<file path="src/rtl/icache_refill_ctrl_if.sv">
// Fetch-side and ROM-side signals of the instruction cache refill controller.
// The slave modport is the controller; the master modport is its environment.
interface icache_refill_ctrl_if #(
    parameter int WORDS_PER_LINE = 4
);
    logic                          if_valid_req_i;
    logic [31:0]                   if_pc_i;
    logic                          fc_jump_stop_Icache_i;
    logic                          Icache_ready_o;
    logic                          Icache_hit_o;
    logic [31:0]                   Icache_inst_o;
    logic                          rom_req_o;
    logic [31:0]                   rom_addr_o;
    logic                          rom_ready_i;
    logic [32*WORDS_PER_LINE-1:0]  rom_data_i;

    modport slave (
        input  if_valid_req_i, if_pc_i, fc_jump_stop_Icache_i,
        input  rom_ready_i, rom_data_i,
        output Icache_ready_o, Icache_hit_o, Icache_inst_o,
        output rom_req_o, rom_addr_o
    );

    modport master (
        output if_valid_req_i, if_pc_i, fc_jump_stop_Icache_i,
        output rom_ready_i, rom_data_i,
        input  Icache_ready_o, Icache_hit_o, Icache_inst_o,
        input  rom_req_o, rom_addr_o
    );
endinterface

</file>
<file path="src/rtl/icache_refill_ctrl.sv">
// Direct-mapped instruction cache: zero-latency hits, single outstanding
// line refill from ROM, squashed refills filled but never returned to IF.
module icache_refill_ctrl #(
    parameter int LINE_NUM       = 16,
    parameter int WORDS_PER_LINE = 4
) (
    input logic                 clk,
    input logic                 rst,
    icache_refill_ctrl_if.slave bus
);
    localparam int OFF_W   = $clog2(WORDS_PER_LINE);
    localparam int IDX_W   = $clog2(LINE_NUM);
    localparam int IDX_LSB = OFF_W + 2;
    localparam int TAG_LSB = IDX_LSB + IDX_W;
    localparam int TAG_W   = 32 - TAG_LSB;

    typedef enum logic [1:0] {IDLE, REFILL, RESP} state_t;
    typedef logic [WORDS_PER_LINE-1:0][31:0] line_t;

    state_t              state_q, state_d;
    logic                abort_q;
    logic [31:0]         req_pc_q;
    logic [LINE_NUM-1:0] valid_q;
    logic [TAG_W-1:0]    tag_arr [LINE_NUM];
    line_t               data_arr [LINE_NUM];
    line_t               line_q;

    logic [OFF_W-1:0]    pc_off, req_off;
    logic [IDX_W-1:0]    pc_idx, req_idx;
    logic [TAG_W-1:0]    pc_tag, req_tag;
    logic                lookup_hit;
    logic                miss_req;
    logic                fill;
    logic                unused_pc_bits;

    assign pc_off  = bus.if_pc_i[IDX_LSB-1:2];
    assign pc_idx  = bus.if_pc_i[TAG_LSB-1:IDX_LSB];
    assign pc_tag  = bus.if_pc_i[31:TAG_LSB];
    assign req_off = req_pc_q[IDX_LSB-1:2];
    assign req_idx = req_pc_q[TAG_LSB-1:IDX_LSB];
    assign req_tag = req_pc_q[31:TAG_LSB];

    assign lookup_hit = valid_q[pc_idx] && (tag_arr[pc_idx] == pc_tag);
    assign miss_req   = (state_q == IDLE) && bus.if_valid_req_i && !lookup_hit;
    assign fill       = (state_q == REFILL) && bus.rom_ready_i;

    // Byte offset bits carry no information for word-aligned fetches.
    assign unused_pc_bits = ^{bus.if_pc_i[1:0], req_pc_q[1:0]};

    // Control state: FSM, sticky abort, latched miss address, valid bits.
    always_ff @(posedge clk) begin
        if (rst) begin
            state_q  <= IDLE;
            abort_q  <= 1'b0;
            req_pc_q <= '0;
            valid_q  <= '0;
        end else begin
            state_q <= state_d;
            if (miss_req) req_pc_q <= bus.if_pc_i;
            if (fill) valid_q[req_idx] <= 1'b1;
            if (state_q == REFILL && !fill)
                abort_q <= abort_q | bus.fc_jump_stop_Icache_i;
            else
                abort_q <= 1'b0;
        end
    end

    // Tag/data arrays and the response line register; contents need no reset.
    always_ff @(posedge clk) begin
        if (fill && !rst) begin
            tag_arr[req_idx]  <= req_tag;
            data_arr[req_idx] <= bus.rom_data_i;
            line_q            <= bus.rom_data_i;
        end
    end

    // Next-state and output decode; everything defaults to idle/zero.
    always_comb begin
        state_d            = state_q;
        bus.Icache_ready_o = 1'b0;
        bus.Icache_hit_o   = 1'b0;
        bus.Icache_inst_o  = '0;
        bus.rom_req_o      = 1'b0;
        bus.rom_addr_o     = '0;
        unique case (state_q)
            IDLE: begin
                if (bus.if_valid_req_i) begin
                    if (lookup_hit) begin
                        bus.Icache_ready_o = 1'b1;
                        bus.Icache_hit_o   = 1'b1;
                        bus.Icache_inst_o  = data_arr[pc_idx][pc_off];
                    end else begin
                        state_d = REFILL;
                    end
                end
            end
            REFILL: begin
                bus.rom_req_o  = 1'b1;
                bus.rom_addr_o = {req_pc_q[31:IDX_LSB], {IDX_LSB{1'b0}}};
                if (bus.rom_ready_i)
                    state_d = (abort_q || bus.fc_jump_stop_Icache_i) ? IDLE : RESP;
            end
            RESP: begin
                if (!bus.fc_jump_stop_Icache_i) begin
                    bus.Icache_ready_o = 1'b1;
                    bus.Icache_inst_o  = line_q[req_off];
                end
                state_d = IDLE;
            end
            default: state_d = IDLE;
        endcase
    end
endmodule

</file>
<file path="src/flat_wrapper.sv">
// flat-port wrapper written by rule: the top's interface ports become plain ports
module icache_refill_ctrl_flat 
#(
    parameter int LINE_NUM       = 16,
    parameter int WORDS_PER_LINE = 4
)
  (clk, rst, bus_if_valid_req_i, bus_if_pc_i, bus_fc_jump_stop_Icache_i, bus_rom_ready_i, bus_rom_data_i, bus_Icache_ready_o, bus_Icache_hit_o, bus_Icache_inst_o, bus_rom_req_o, bus_rom_addr_o);
  icache_refill_ctrl_if #(.WORDS_PER_LINE(WORDS_PER_LINE)) bus_i ();
  input logic clk;
  input logic rst;
  input wire logic [$bits(bus_i.if_valid_req_i)-1:0] bus_if_valid_req_i;
  input wire logic [$bits(bus_i.if_pc_i)-1:0] bus_if_pc_i;
  input wire logic [$bits(bus_i.fc_jump_stop_Icache_i)-1:0] bus_fc_jump_stop_Icache_i;
  input wire logic [$bits(bus_i.rom_ready_i)-1:0] bus_rom_ready_i;
  input wire logic [$bits(bus_i.rom_data_i)-1:0] bus_rom_data_i;
  output wire logic [$bits(bus_i.Icache_ready_o)-1:0] bus_Icache_ready_o;
  output wire logic [$bits(bus_i.Icache_hit_o)-1:0] bus_Icache_hit_o;
  output wire logic [$bits(bus_i.Icache_inst_o)-1:0] bus_Icache_inst_o;
  output wire logic [$bits(bus_i.rom_req_o)-1:0] bus_rom_req_o;
  output wire logic [$bits(bus_i.rom_addr_o)-1:0] bus_rom_addr_o;
  assign bus_i.if_valid_req_i = bus_if_valid_req_i;
  assign bus_i.if_pc_i = bus_if_pc_i;
  assign bus_i.fc_jump_stop_Icache_i = bus_fc_jump_stop_Icache_i;
  assign bus_i.rom_ready_i = bus_rom_ready_i;
  assign bus_i.rom_data_i = bus_rom_data_i;
  assign bus_Icache_ready_o = bus_i.Icache_ready_o;
  assign bus_Icache_hit_o = bus_i.Icache_hit_o;
  assign bus_Icache_inst_o = bus_i.Icache_inst_o;
  assign bus_rom_req_o = bus_i.rom_req_o;
  assign bus_rom_addr_o = bus_i.rom_addr_o;
  icache_refill_ctrl #(.LINE_NUM(LINE_NUM), .WORDS_PER_LINE(WORDS_PER_LINE)) u_core (.clk(clk), .rst(rst), .bus(bus_i));
endmodule
</file>
<file path="config.mk">
export PLATFORM = sky130hd
export DESIGN_NAME = icache_refill_ctrl_flat
export DESIGN_NICKNAME = d
export VERILOG_FILES = /design/src/rtl/icache_refill_ctrl_if.sv /design/src/rtl/icache_refill_ctrl.sv /design/src/flat_wrapper.sv
export SDC_FILE = /design/constraint.sdc
export NUM_CORES = 2
export LEC_CHECK = 0
export CORE_ASPECT_RATIO = 0.5
export CORE_MARGIN = 4
export CORE_UTILIZATION = 56
export DETAILED_ROUTE_END_ITERATION = 10
export GPL_ROUTABILITY_DRIVEN = 0
export MAX_ROUTING_LAYER = met4
export PLACE_DENSITY_LB_ADDON = 0.1
export SYNTH_ARGS = -nofsm -noshare
export SYNTH_HDL_FRONTEND = slang
export SYNTH_SLANG_ARGS = --single-unit
</file>
<file path="constraint.sdc">
create_clock -name clk -period 28.5 [get_ports clk]
set_clock_uncertainty 0.05 [all_clocks]
set_input_delay 7.125 -clock clk [delete_from_list [all_inputs] [get_ports clk]]
set_output_delay 7.125 -clock clk [all_outputs]
set_load 0.02 [all_outputs]
</file>
# == After elaboration in Yosys (flattened, before gate mapping) ==
# Memories as Yosys holds them, arrays and structs flattened.
# Cells that the tools add are included.
# totals
ff_bits,179
ramBits,2432
in_bits,165
out_inout_bits,67
wordCells,64
mem_count,2
# memory_table
memory,depth,word_bits,rd,rd_ports_with_merged_regs,write_ports,line,text
u_core.data_arr,16,128,1,0,1,icache_refill_ctrl.sv:25,line_t data_arr [LINE_NUM];
u_core.tag_arr,16,24,1,0,1,icache_refill_ctrl.sv:24,logic [TAG_W-1:0] tag_arr [LINE_NUM];
# classes
order_cmp,5
n_eq_ne,6
mux,26
n_bitwise,3
reduce_logical,14
# op_table
operator,count
$mux 32,6
$bmux 32 s2,2
$pmux 32 s2,1
$eq 24x24->1,1
$or 16x16->16,1
$lt 4x5->1 const B,2
$mux 1,9
$mux 2,4
$logic_and 1x1->1,7
$lt 2x3->1 const B,2
$ne 2x2->1 const B,3
$bmux 1 s4,1
$demux 1 s4,1
$ge 4x1->1 const B,1
$pmux 2 s2,1
$logic_not 1->1,3
$reduce_and 3->1,1
$eq 2x1->1 const B,1
$eq 2x2->1 const B,1
$logic_not 2->1,1
$pmux 1 s2,1
$reduce_or 2->1,1
$logic_or 1x1->1,1
$not 1->1,1
$or 1x1->1,1

# == Depth between registers and ports, before layout ==
# logic_depth
ltp_word,6
depth_mapped,15
mapped_depth_nobuf,8

# == Least setup slack after synthesis ==
# No wires, ideal clock.
# synth_path
path_type,in2reg
startpoint,in rst
endpoint,mem u_core.data_arr[15][0] in the netlist's numbering (enable)
arrival_time_ns,17.216
required_time_ns,27.784
slack_ns,10.568
path_stages,5
path_buffers,1
path_cell_list,clkbuf_1 nand3b_1 inv_1 nand3_1 nor2_1
# synth_between
elab_chain_cells,4
# synth_rtl
item,line,text
start: declaration,flat_wrapper.sv:10,input logic rst;
$logic_not 1->1,icache_refill_ctrl.sv:70,if (fill && !rst) begin
$logic_and 1x1->1,icache_refill_ctrl.sv:70,
$mux 1,icache_refill_ctrl.sv:70,
$mux 1 (not written as such),icache_refill_ctrl.sv:72,data_arr[req_idx] <= bus.rom_data_i;
end: declaration,icache_refill_ctrl.sv:25,
# No other way between the ends.

# == Final worst setup path ==
# layout_path
startpoint,in bus_if_pc_i[5]
endpoint,out bus_Icache_inst_o[24]
# layout_between
elab_chain_cells,6
elab_cells_between_ends,11
# layout_rtl
item,line,text
start: declaration,flat_wrapper.sv:12,input wire logic [$bits(bus_i.if_pc_i)-1:0] bus_if_pc_i;
$mem_v2 16x24 (tied with other cells),--,
$eq 24x24->1 (tied with other cells),icache_refill_ctrl.sv:43,assign lookup_hit = valid_q[pc_idx] && (tag_arr[pc_idx] == pc_tag);
$logic_and 1x1->1 or $mux 32 (tied branches),"icache_refill_ctrl.sv:43, icache_refill_ctrl.sv:91",
$mux 32 *,icache_refill_ctrl.sv:88,if (lookup_hit) begin
$mux 32 *,icache_refill_ctrl.sv:87,if (bus.if_valid_req_i) begin
$pmux 32 s2 *,icache_refill_ctrl.sv:85,unique case (state_q)
end: declaration,flat_wrapper.sv:18,output wire logic [$bits(bus_i.Icache_inst_o)-1:0] bus_Icache_inst_o;
# Every way passes the cells marked *; elsewhere a longest branch is shown, timed or not. The select of a mux whose other input is x is not followed.

==> impl_metrics.py <==
metrics = {
    "outcome": {
        "outcome": "finished, final reports clean",
    },
    "worst_setup_path": {
        "timing_worst_setup_path_type": "input pin to output pin",
        "timing.critical_path.from_type": "input pin",
        "critical_path.cell_chain": "buf_8, buf_4, buf_4, mux4_2, mux4_2, xnor2_1, nand4_1, or4_1, nor3_4, buf_4, buf_4, a22o_1, clkdlybuf4s50_1",
        "critPathTopFamily": "buffers and inverters",
        "critical_path_buf_inv_count": 6,
        "critical_path_s_largest_stage_delay_ns": 0.85,
        "critical_path.endpoint_type": "output pin",
        "crit_fanout": 86,
        "cp_common_cell": "sky130_fd_sc_hd__buf_4",
        "reg2reg_setup_slack_ns": 22.17,
        "critPathArrivalTime_ns": 13.75,
        "cp.required_ns": 21.33,
        "critPathSlowestCell": "sky130_fd_sc_hd__buf_4",
    },
    "logic_synthesis": {
        "synthDistinctLibCells": 60,
        "synth_edf_count": 2560,
        "synth_ff_type": "sky130_fd_sc_hd__edfxtp_1",
        "synthesis_warnings": 0,
        "synth_cells": 4172,
        "ys_async_sr_fraction_pct": 0,
        "ys_ff_latch": 2609,
        "post_synth_instance_area_mm2": 0.100,
        "sequential_area_share_after_synthesis_pct": 77.5,
        "synth.avg_cell_area_um2": 24.1,
    },
    "floorplanning": {
        "io-pin-count": 232,
        "core.rowCount": 109,
        "die_width_um": 607,
        "die_height_um": 307,
        "die_area_mm2": 0.187,
        "core_region_area_mm2": 0.177,
        "floorplan.initialDensity_pct": 56.6,
    },
    "flow_run": {
        "timing.max_cap.violations": 0,
    },
    "clocking": {
        "post_cts.repair.setup_buffers": 0,
        "post_cts_hold_buffer_count": 0,
        "cts.sinks": 2609,
        "cts_made_buffers": 224,
        "clock_pin_transition_on_the_worst_setup_and_hold_timing_paths_ns": 0.06,
        "cts_tree": "done",
        "cts.path.max_buffers": 4,
        "clock_tree.htree_level_count": 4,
        "cts_resized": 0,
        "clkLatencyLatePin_ns": 0.84,
        "cts_root_buffer": "sky130_fd_sc_hd__clkbuf_16",
    },
    "grt": {
        "first_global_vias": 47300,
        "grt_first_pass_wirelength_um": 337000,
        "antenna_found_initial": 30,
        "grtUsageTotal_pct": 26.1,
        "grt_overflow": 0,
        "grt_max_degree": 150,
    },
    "pwr": {
        "power.switching_w": 0.00155,
        "clock_power_share_pct": 38.6,
        "worst_ir_drop_vdd_uv": 56.8,
        "power.leakage_nw": 34.4,
        "power_frac_seq_pct": 56.6,
        "power_per_cell_area_mw_per_mm2": 67.3,
        "switching_share_pct": 20.5,
        "comb_power_share_pct": 4.9,
        "power_report.internal_total_w": 0.00600,
    },
    "timing": {
        "rsz_0062_raised_after_global_routing": "no",
        "slew_violations": 0,
        "tns_ns": 0,
        "report.final.hold_viol_count": 0,
        "relSlewSlack_pct": 16.2,
        "report.final.setup_viol": 0,
        "fmax_mhz": 47.8,
        "fin_crit_ns": 20.93,
        "tightest_pin_transition_ns": 1.26,
        "finalCritPeriodShare_pct": 73.4,
    },
    "final_layout": {
        "area_growth_pct": 11.8,
        "post_layout_net_count": 4638,
        "layout.cells.most_common": "sky130_fd_sc_hd__edfxtp_1",
        "layout-drive-gt1-share_pct": 25.9,
        "layout.cells.non_filler": 7044,
        "most_frequent_cells_in_the_layout": "2560 x sky130_fd_sc_hd__edfxtp_1, 779 x sky130_fd_sc_hd__mux4_2, 229 x sky130_fd_sc_hd__clkbuf_16",
    },
    "route": {
        "wirelength_um": 233000,
        "drt.antenna.violating_nets": 0,
        "detailroute.via_count": 46000,
        "drcViolationCount": 0,
        "route.detailed.vias_per_inst": 6.53,
        "drt_pre_antenna_iters": 6,
        "avgRoutedWirePerCell_um": 33.1,
        "number_of_violations_reported_at_the_end_of_detailed_routing_iteration_0": 5658,
    },
    "placement": {
        "place_inst": 6633,
        "buffer_ports.inserted": 225,
        "detailed_placement_hpwl_um": 115000,
    },
    "min_path": {
        "worst_hold_path_type": "register to register",
    },
}
-- metal layers --
| metal | share of wire, % | GRT usage, % |
|---|---|---|
| met1 | 42 | 37.5 |
| met2 | 49 | 39.9 |
| met3 | 7.2 | 4.47 |
| met4 | 2.4 | 6.51 |
| met5 | 0 | - |
-- final timing paths --
check	start	end	cells after the start
min	u_core.abort_q	u_core.state_q[1]	1
max	bus_if_pc_i[5]	bus_Icache_inst_o[24]	13
max reg2reg	u_core.state_q[0]	u_core.data_arr[11][60]	7
min reg2reg	u_core.abort_q	u_core.state_q[1]	1
-- kinds of logic after synthesis --
kind of cell,synth area share [%]
XOR/XNOR,0.192
flip-flops,77.5
other,0.00373
AND/OR/NAND/NOR,1.61
AO/OA/AOI/OAI,1.01
buffers and inverters,1.26
multiplexers,18.4
-- cell usage after synthesis (2+ instances only) --
cell | n | share of area [%]
sky130_fd_sc_hd__a211oi_1 | 4 | 0.030
sky130_fd_sc_hd__a21oi_1 | 2 | 0.010
sky130_fd_sc_hd__a221oi_1 | 5 | 0.044
sky130_fd_sc_hd__a22o_1 | 35 | 0.31
sky130_fd_sc_hd__a22oi_1 | 37 | 0.28
sky130_fd_sc_hd__a31oi_1 | 3 | 0.019
sky130_fd_sc_hd__and2_1 | 31 | 0.19
sky130_fd_sc_hd__and3b_1 | 2 | 0.017
sky130_fd_sc_hd__and4_1 | 2 | 0.017
sky130_fd_sc_hd__buf_1 | 27 | 0.10
sky130_fd_sc_hd__buf_2 | 64 | 0.32
sky130_fd_sc_hd__buf_4 | 11 | 0.082
sky130_fd_sc_hd__buf_6 | 22 | 0.25
sky130_fd_sc_hd__clkbuf_1 | 115 | 0.43
sky130_fd_sc_hd__dfxtp_1 | 49 | 0.98
sky130_fd_sc_hd__edfxtp_1 | 2560 | 77
sky130_fd_sc_hd__inv_1 | 18 | 0.067
sky130_fd_sc_hd__mux2_2 | 21 | 0.24
sky130_fd_sc_hd__mux2i_1 | 68 | 0.68
sky130_fd_sc_hd__mux4_2 | 779 | 17
sky130_fd_sc_hd__nand2_1 | 37 | 0.14
sky130_fd_sc_hd__nand2b_1 | 9 | 0.056
sky130_fd_sc_hd__nand3_1 | 65 | 0.32
sky130_fd_sc_hd__nand3b_1 | 3 | 0.022
sky130_fd_sc_hd__nand4_1 | 6 | 0.037
sky130_fd_sc_hd__nand4b_1 | 2 | 0.017
sky130_fd_sc_hd__nor2_1 | 26 | 0.097
sky130_fd_sc_hd__nor2b_1 | 37 | 0.23
sky130_fd_sc_hd__nor3_1 | 11 | 0.055
sky130_fd_sc_hd__nor3b_1 | 32 | 0.24
sky130_fd_sc_hd__nor4_1 | 2 | 0.012
sky130_fd_sc_hd__o21a_1 | 2 | 0.015
sky130_fd_sc_hd__o21ai_0 | 5 | 0.025
sky130_fd_sc_hd__o22ai_1 | 28 | 0.17
sky130_fd_sc_hd__or2_2 | 3 | 0.019
sky130_fd_sc_hd__or3_1 | 3 | 0.019
sky130_fd_sc_hd__or4_1 | 3 | 0.022
sky130_fd_sc_hd__xnor2_1 | 17 | 0.15
sky130_fd_sc_hd__xor2_1 | 5 | 0.044
-- worst register-to-register path: cells and delay by family, from the launching register on --
family	cells	cell delay, ns
DFF	1	0.36
buffers and inverters	3	2.33
and+or+nand+nor	4	3.09
-- stage by stage --
step	power (W)	util, %	hold slack, ns	worst slack [ns]	instance area, um^2
floorplan	0.00458	-	0.349	10.57	100000
global placement	0.00471	59.4	0.359	7.55	105000
detailed placement	0.00472	59.4	0.367	7.48	105000
CTS	0.00760	63.2	0.375	7.48	112000
global route	0.00780	63.3	0.384	7.33	112000
finish	0.00755	63.3	0.378	7.57	112000
-- power groups by stage --
| stage | registers (W) | logic, W | clock network (W) |
|---|---|---|---|
| CTS | 0.00427 | 0.000372 | 0.00296 |
| detailed placement | 0.00435 | 0.000372 | 0 |
| finish | 0.00427 | 0.000367 | 0.00291 |
| global route | 0.00427 | 0.000393 | 0.00314 |
| global placement | 0.00435 | 0.000364 | 0 |
| floorplan | 0.00434 | 0.000235 | 0 |
-- layout make-up --
cell class / instances / area (um^2)
Fill cell: 11600 / 65200
Tap cell: 2386 / 2990
Clock buffer: 295 / 5980
Clock inverter: 102 / 800
Multi-Input combinational cell: 1307 / 21400
Antenna cell: 14 / 35.0
Timing Repair Buffer: 312 / 3060
Inverter: 19 / 83.8
Sequential cell: 2609 / 77900
-- flip-flops by register name, summed over array words and instances (netlist names) --
signal,cells
u_core.data_arr,2048
u_core.tag_arr,384
u_core.line_q,128
u_core.req_pc_q,30
u_core.valid_q,16
u_core.state_q,2
u_core.abort_q,1
Note: power is estimated with default switching activity, not from simulation.
